[src/rtl/fetch_unit_if.sv]
// Fetch-stage bus: instruction-memory address/data plus redirect input and the
// registered valid/ready stream toward decode. The fetch unit is the master side.
interface fetch_unit_if #(
    parameter int ADDR_WIDTH  = 10,
    parameter int INSTR_WIDTH = 16
);
    logic                   redirect_valid;
    logic [ADDR_WIDTH-1:0]  redirect_pc;
    logic [ADDR_WIDTH-1:0]  imem_addr;
    logic [INSTR_WIDTH-1:0] imem_instr;
    logic                   out_valid;
    logic                   out_ready;
    logic [INSTR_WIDTH-1:0] out_instr;
    logic [ADDR_WIDTH-1:0]  out_pc;

    modport master (
        input  redirect_valid, redirect_pc, imem_instr, out_ready,
        output imem_addr, out_valid, out_instr, out_pc
    );

    modport slave (
        output redirect_valid, redirect_pc, imem_instr, out_ready,
        input  imem_addr, out_valid, out_instr, out_pc
    );
endinterface

[src/rtl/fetch_unit.sv]
// Program counter and fetch stage with redirect/flush and start/halt control.
// Define FETCH_PERF_CNT_EN to add saturating fetch_count/stall_count outputs.
module fetch_unit #(
    parameter int                    ADDR_WIDTH  = 10,
    parameter int                    INSTR_WIDTH = 16,
    parameter logic [ADDR_WIDTH-1:0] RESET_PC    = '0
) (
    input  logic                clk,
    input  logic                rst_n,
    input  logic                start,
    input  logic                halt_req,
    fetch_unit_if.master        bus,
`ifdef FETCH_PERF_CNT_EN
    output logic [15:0]         fetch_count,
    output logic [15:0]         stall_count,
`endif
    output logic                running
);

    typedef enum logic [1:0] {
        ST_IDLE   = 2'd0,
        ST_RUN    = 2'd1,
        ST_HALTED = 2'd2
    } state_t;

    state_t                 state_q, state_d;
    logic [ADDR_WIDTH-1:0]  pc_q, pc_d;
    logic                   out_valid_q, out_valid_d;
    logic [INSTR_WIDTH-1:0] out_instr_q, out_instr_d;
    logic [ADDR_WIDTH-1:0]  out_pc_q, out_pc_d;
    logic                   running_q, running_d;
    logic                   load;

    assign bus.imem_addr = pc_q;
    assign bus.out_valid = out_valid_q;
    assign bus.out_instr = out_instr_q;
    assign bus.out_pc    = out_pc_q;
    assign running       = running_q;

    // A redirect suppresses the fetch so the stale word at pc is never emitted.
    assign load = (state_q == ST_RUN) && (!out_valid_q || bus.out_ready)
                  && !bus.redirect_valid;

    always_comb begin
        state_d = state_q;
        unique case (state_q)
            ST_IDLE:   if (start && !halt_req) state_d = ST_RUN;
            ST_RUN:    if (halt_req)           state_d = ST_HALTED;
            ST_HALTED: if (start && !halt_req) state_d = ST_RUN;
            default:                           state_d = ST_IDLE;
        endcase

        pc_d = pc_q;
        if (bus.redirect_valid) pc_d = bus.redirect_pc;
        else if (load)          pc_d = pc_q + ADDR_WIDTH'(1);

        out_valid_d = out_valid_q;
        if (bus.redirect_valid)  out_valid_d = 1'b0;
        else if (load)           out_valid_d = 1'b1;
        else if (bus.out_ready)  out_valid_d = 1'b0;

        out_instr_d = load ? bus.imem_instr : out_instr_q;
        out_pc_d    = load ? pc_q           : out_pc_q;
        running_d   = (state_d == ST_RUN);
    end

    always_ff @(posedge clk or negedge rst_n) begin
        if (!rst_n) begin
            state_q     <= ST_IDLE;
            pc_q        <= RESET_PC;
            out_valid_q <= 1'b0;
            out_instr_q <= '0;
            out_pc_q    <= '0;
            running_q   <= 1'b0;
        end else begin
            state_q     <= state_d;
            pc_q        <= pc_d;
            out_valid_q <= out_valid_d;
            out_instr_q <= out_instr_d;
            out_pc_q    <= out_pc_d;
            running_q   <= running_d;
        end
    end

`ifdef FETCH_PERF_CNT_EN
    logic [15:0] fetch_count_q, stall_count_q;
    logic        stall;

    assign stall       = out_valid_q && !bus.out_ready;
    assign fetch_count = fetch_count_q;
    assign stall_count = stall_count_q;

    always_ff @(posedge clk or negedge rst_n) begin
        if (!rst_n) begin
            fetch_count_q <= '0;
            stall_count_q <= '0;
        end else begin
            if (load && fetch_count_q != 16'hFFFF)
                fetch_count_q <= fetch_count_q + 16'd1;
            if (stall && stall_count_q != 16'hFFFF)
                stall_count_q <= stall_count_q + 16'd1;
        end
    end
`endif

endmodule

[src/flat_wrapper.sv]
// flat-port wrapper written by rule: the top's interface ports become plain ports
module fetch_unit_flat 
#(
    parameter int                    ADDR_WIDTH  = 10,
    parameter int                    INSTR_WIDTH = 16,
    parameter logic [ADDR_WIDTH-1:0] RESET_PC    = '0
)
  (clk, rst_n, start, halt_req, running, bus_redirect_valid, bus_redirect_pc, bus_imem_instr, bus_out_ready, bus_imem_addr, bus_out_valid, bus_out_instr, bus_out_pc);
  fetch_unit_if #(.ADDR_WIDTH(ADDR_WIDTH), .INSTR_WIDTH(INSTR_WIDTH)) bus_i ();
  input  logic clk;
  input  logic rst_n;
  input  logic start;
  input  logic halt_req;
  output logic running;
  input wire logic [$bits(bus_i.redirect_valid)-1:0] bus_redirect_valid;
  input wire logic [$bits(bus_i.redirect_pc)-1:0] bus_redirect_pc;
  input wire logic [$bits(bus_i.imem_instr)-1:0] bus_imem_instr;
  input wire logic [$bits(bus_i.out_ready)-1:0] bus_out_ready;
  output wire logic [$bits(bus_i.imem_addr)-1:0] bus_imem_addr;
  output wire logic [$bits(bus_i.out_valid)-1:0] bus_out_valid;
  output wire logic [$bits(bus_i.out_instr)-1:0] bus_out_instr;
  output wire logic [$bits(bus_i.out_pc)-1:0] bus_out_pc;
  assign bus_i.redirect_valid = bus_redirect_valid;
  assign bus_i.redirect_pc = bus_redirect_pc;
  assign bus_i.imem_instr = bus_imem_instr;
  assign bus_i.out_ready = bus_out_ready;
  assign bus_imem_addr = bus_i.imem_addr;
  assign bus_out_valid = bus_i.out_valid;
  assign bus_out_instr = bus_i.out_instr;
  assign bus_out_pc = bus_i.out_pc;
  fetch_unit #(.ADDR_WIDTH(ADDR_WIDTH), .INSTR_WIDTH(INSTR_WIDTH), .RESET_PC(RESET_PC)) u_core (.clk(clk), .rst_n(rst_n), .start(start), .halt_req(halt_req), .bus(bus_i), .running(running));
endmodule
[config.mk]
export PLATFORM = sky130hd
export DESIGN_NAME = fetch_unit_flat
export DESIGN_NICKNAME = d
export VERILOG_FILES = /design/src/rtl/fetch_unit_if.sv /design/src/rtl/fetch_unit.sv /design/src/flat_wrapper.sv
export SDC_FILE = /design/constraint.sdc
export NUM_CORES = 1
export LEC_CHECK = 0
export CORE_MARGIN = 4
export CORE_UTILIZATION = 45
export DETAILED_ROUTE_END_ITERATION = 16
export HOLD_SLACK_MARGIN = 0.06
export PLACE_DENSITY = 0.82
export SLEW_MARGIN = 10
export SYNTH_ARGS = -nofsm -noshare
export SYNTH_HDL_FRONTEND = slang
export SYNTH_SLANG_ARGS = --single-unit
[constraint.sdc]
create_clock -name clk -period 5.1 [get_ports clk]
set_clock_uncertainty 0.1 [all_clocks]
set_input_delay 1.53 -clock clk [delete_from_list [all_inputs] [get_ports clk]]
set_output_delay 1.53 -clock clk [all_outputs]
set_load 0.1 [all_outputs]
==> results.py <==
metrics = {
    "global_route": {
        "grtUsageMet1": 0.192,
        "antenna_found_initial": 0,
        "grt-ovfl-total": 0,
        "grt_pass1_wl_um": 6490,
        "grt_start_max_net_pins": 41,
        "grt_pass1_vias": 1379,
        "use_met3": 0.0609,
        "busiest_layer": "met2",
        "use_met2": 0.294,
        "grt_usage": 0.168,
    },
    "layout": {
        "drive_gt1_frac": 0.191,
        "diodes": 0,
        "nets": 236,
        "instances_no_fill": 252,
        "final_cell_mix": "clkdlybuf4s50_1 (68), dfrtp_1 (40), mux2_2 (26)",
        "stdcell_area_mm2": 0.00255,
        "area_delta_synth_final_pct": 49.9,
        "num-fill-cells": 271,
        "final_common_cell": "clkdlybuf4s50_1",
    },
    "critical_path": {
        "crit_cells": 1,
        "path_max_fanout": 6,
        "slowest_delay_ns": 1.19,
        "crit_path_start_kind": "flop",
        "critPathArrivalTime_ns": 1.94,
        "reg2reg_depth": 4,
        "slowest_stage": "clkdlybuf4s50_1",
        "cp_num_buf_inv": 1,
        "path_cells": "clkdlybuf4s50_1",
        "worstPathRequired_ns": 3.47,
        "critPathKind": "reg -> out",
        "reg2reg_from": "u_core.state_q[1]",
        "crit_path_end_kind": "output port",
        "r2r_setup_slack_ns": 3.17,
        "crit_family": "buffers and inverters",
        "reg2reg_to": "u_core.bus.out_instr[11]",
    },
    "synthesis": {
        "syn_nets": 163,
        "synth.top_cell.area_share": 0.588,
        "ys_seq_elements": 40,
        "ys_types": 26,
        "yosysWarnings": 0,
        "synth_area_leaders": "dfrtp_1 (59%), mux2_2 (17%), xor2_1 (3.1%), o21ai_0 (2.9%), nand2_1 (2.0%)",
        "yosysTopAreaCell": "dfrtp_1",
        "postSynthCellCount": 130,
        "synth_area_mm2": 0.00170,
        "avgSynthCellArea_um2": 13.1,
        "synth-seq-area-share": 0.588,
    },
    "die": {
        "die_area_mm2": 0.00483,
        "dieHeight_um": 69.5,
        "die_w_um": 69.5,
        "start_util": 0.465,
        "rows": 22,
        "num_io_pins": 70,
        "core_mm2": 0.00366,
    },
    "routing": {
        "drc": 0,
        "via_count": 1286,
        "wl_um": 3860,
        "drtAntennaViolNets": 0,
        "post_drt_via_cell_ratio": 5.10,
        "post_drt_wl_per_cell_um": 15.3,
        "dr.pass1.iters": 4,
        "dr.first_iter.drc_count": 51,
    },
    "hold_path": {
        "min-delay-path-class": "reg -> reg",
        "min_path_cells": 1,
        "worstHoldStart": "u_core.bus.out_instr[6]",
        "worstHoldEndpoint": "u_core.bus.out_instr[6]",
    },
    "place": {
        "hpwl_um": 2960,
        "placed_cell_area_mm2": 0.00242,
        "routabilityCongestion": 0.849,
        "dp.cells": 244,
        "io_buffers": 69,
    },
    "timing": {
        "tightest_slew_ns": 0.995,
        "slew_headroom": 0.334,
        "maxSlewViolCount": 0,
        "max_freq_ghz": 0.280,
        "hold_violations": 0,
        "post-route-period-util": 0.700,
        "rsz0062_at_grt": "false",
        "fin_tns_setup_ns": 0,
        "period_minus_slack_ns": 3.57,
        "setup_viol_count_final": 0,
    },
    "run": {
        "maxCapViolCount": 0,
    },
    "status": {
        "outcome": "finished clean",
    },
    "clock_tree": {
        "cts_setup_buffers": 0,
        "cts-resized-gates": 0,
        "cts_sinks": 40,
        "cts_hold_buffers": 0,
        "clk_pin_slew_ns": 0.07,
        "cts_tree": "built",
        "insertion_delay_ns": 0.29,
        "cts_htree_levels": 2,
        "numCtsBuffers": 5,
        "clockBufferDepth": 2,
        "cts_root_buf": "clkbuf_8",
    },
}
==> logic make-up (layout without fill, tap and decap cells) <==
kind of cell,after synthesis,count (layout),synth area share
AO/OA/AOI/OAI,16,16,0.0507
multiplexers,27,27,0.178
AND/OR/NAND/NOR,33,33,0.115
adder cells (fa/ha/maj),1,1,0.00735
XOR/XNOR,8,8,0.0412
buffers and inverters,5,79,0.0199
flip-flops,40,40,0.588
==> stage by stage <==
stage,setup slack (ns),util,hold slack (ns)
floorplan,2.29,-,0.422
global placement,1.49,0.662,0.392
detailed placement,1.40,0.662,0.394
CTS,1.51,0.697,0.415
global route,1.48,0.697,0.433
finish,1.53,0.697,0.409
==> worst max-delay path by stage <==
stage                                       start                       to  slack [ns]
after detailed placement       bus_redirect_valid     u_core.bus.out_pc[8]        1.40
final                     u_core.bus.imem_addr[0]         bus_imem_addr[0]        1.53
after global routing      u_core.bus.imem_addr[0]         bus_imem_addr[0]        1.48
after CTS                 u_core.bus.imem_addr[0]         bus_imem_addr[0]        1.51
after global placement         bus_redirect_valid  u_core.bus.out_instr[9]        1.49
after floorplan                bus_redirect_valid     u_core.bus.out_pc[0]        2.29
==> registers in the layout (all words and copies together), names as in the netlist <==
name,cells
u_core.bus.out_pc,10
u_core.bus.out_valid,1
u_core.bus.imem_addr,10
u_core.running,1
u_core.bus.out_instr,16
u_core.state_q,2
==> cell type report <==
cell class / instances / area [um2] / share of cell area
Clock buffer: 7 / 96.3 / 0.0378
Clock inverter: 1 / 30.0 / 0.0118
Inverter: 1 / 3.75 / 0.00147
Multi-Input combinational cell: 85 / 667 / 0.261
Sequential cell: 40 / 1000 / 0.392
Tap cell: 48 / 60.1 / 0.0235
Timing Repair Buffer: 70 / 693 / 0.272
==> per-layer routing <==
metal	part of all wire	wire length, um
met5	0	0
met4	0.0093	36
met3	0.081	312
met2	0.52	2020
met1	0.39	1490
==> cells in the mapped netlist <==
cell type and instances:
mux2i_1 1, xor2_1 6, nor2_1 4, nor2b_1 1, clkbuf_1 2, a21oi_1 3, mux2_2 26, xnor2_1 2
or3_1 2, and2_1 2, nand2b_1 2, nand4_1 5, nand3_1 1, dfrtp_1 40, a22o_1 1, ha_1 1
inv_1 1, nor3_4 1, o21ai_0 10, nand2b_2 1, a31oi_1 2, and2b_2 1, buf_6 2, and4_1 3
and3_1 1, nand2_1 9
Power is not shown: default switching activity piles up to over one toggle a cycle in this logic, so the estimate is an artifact.
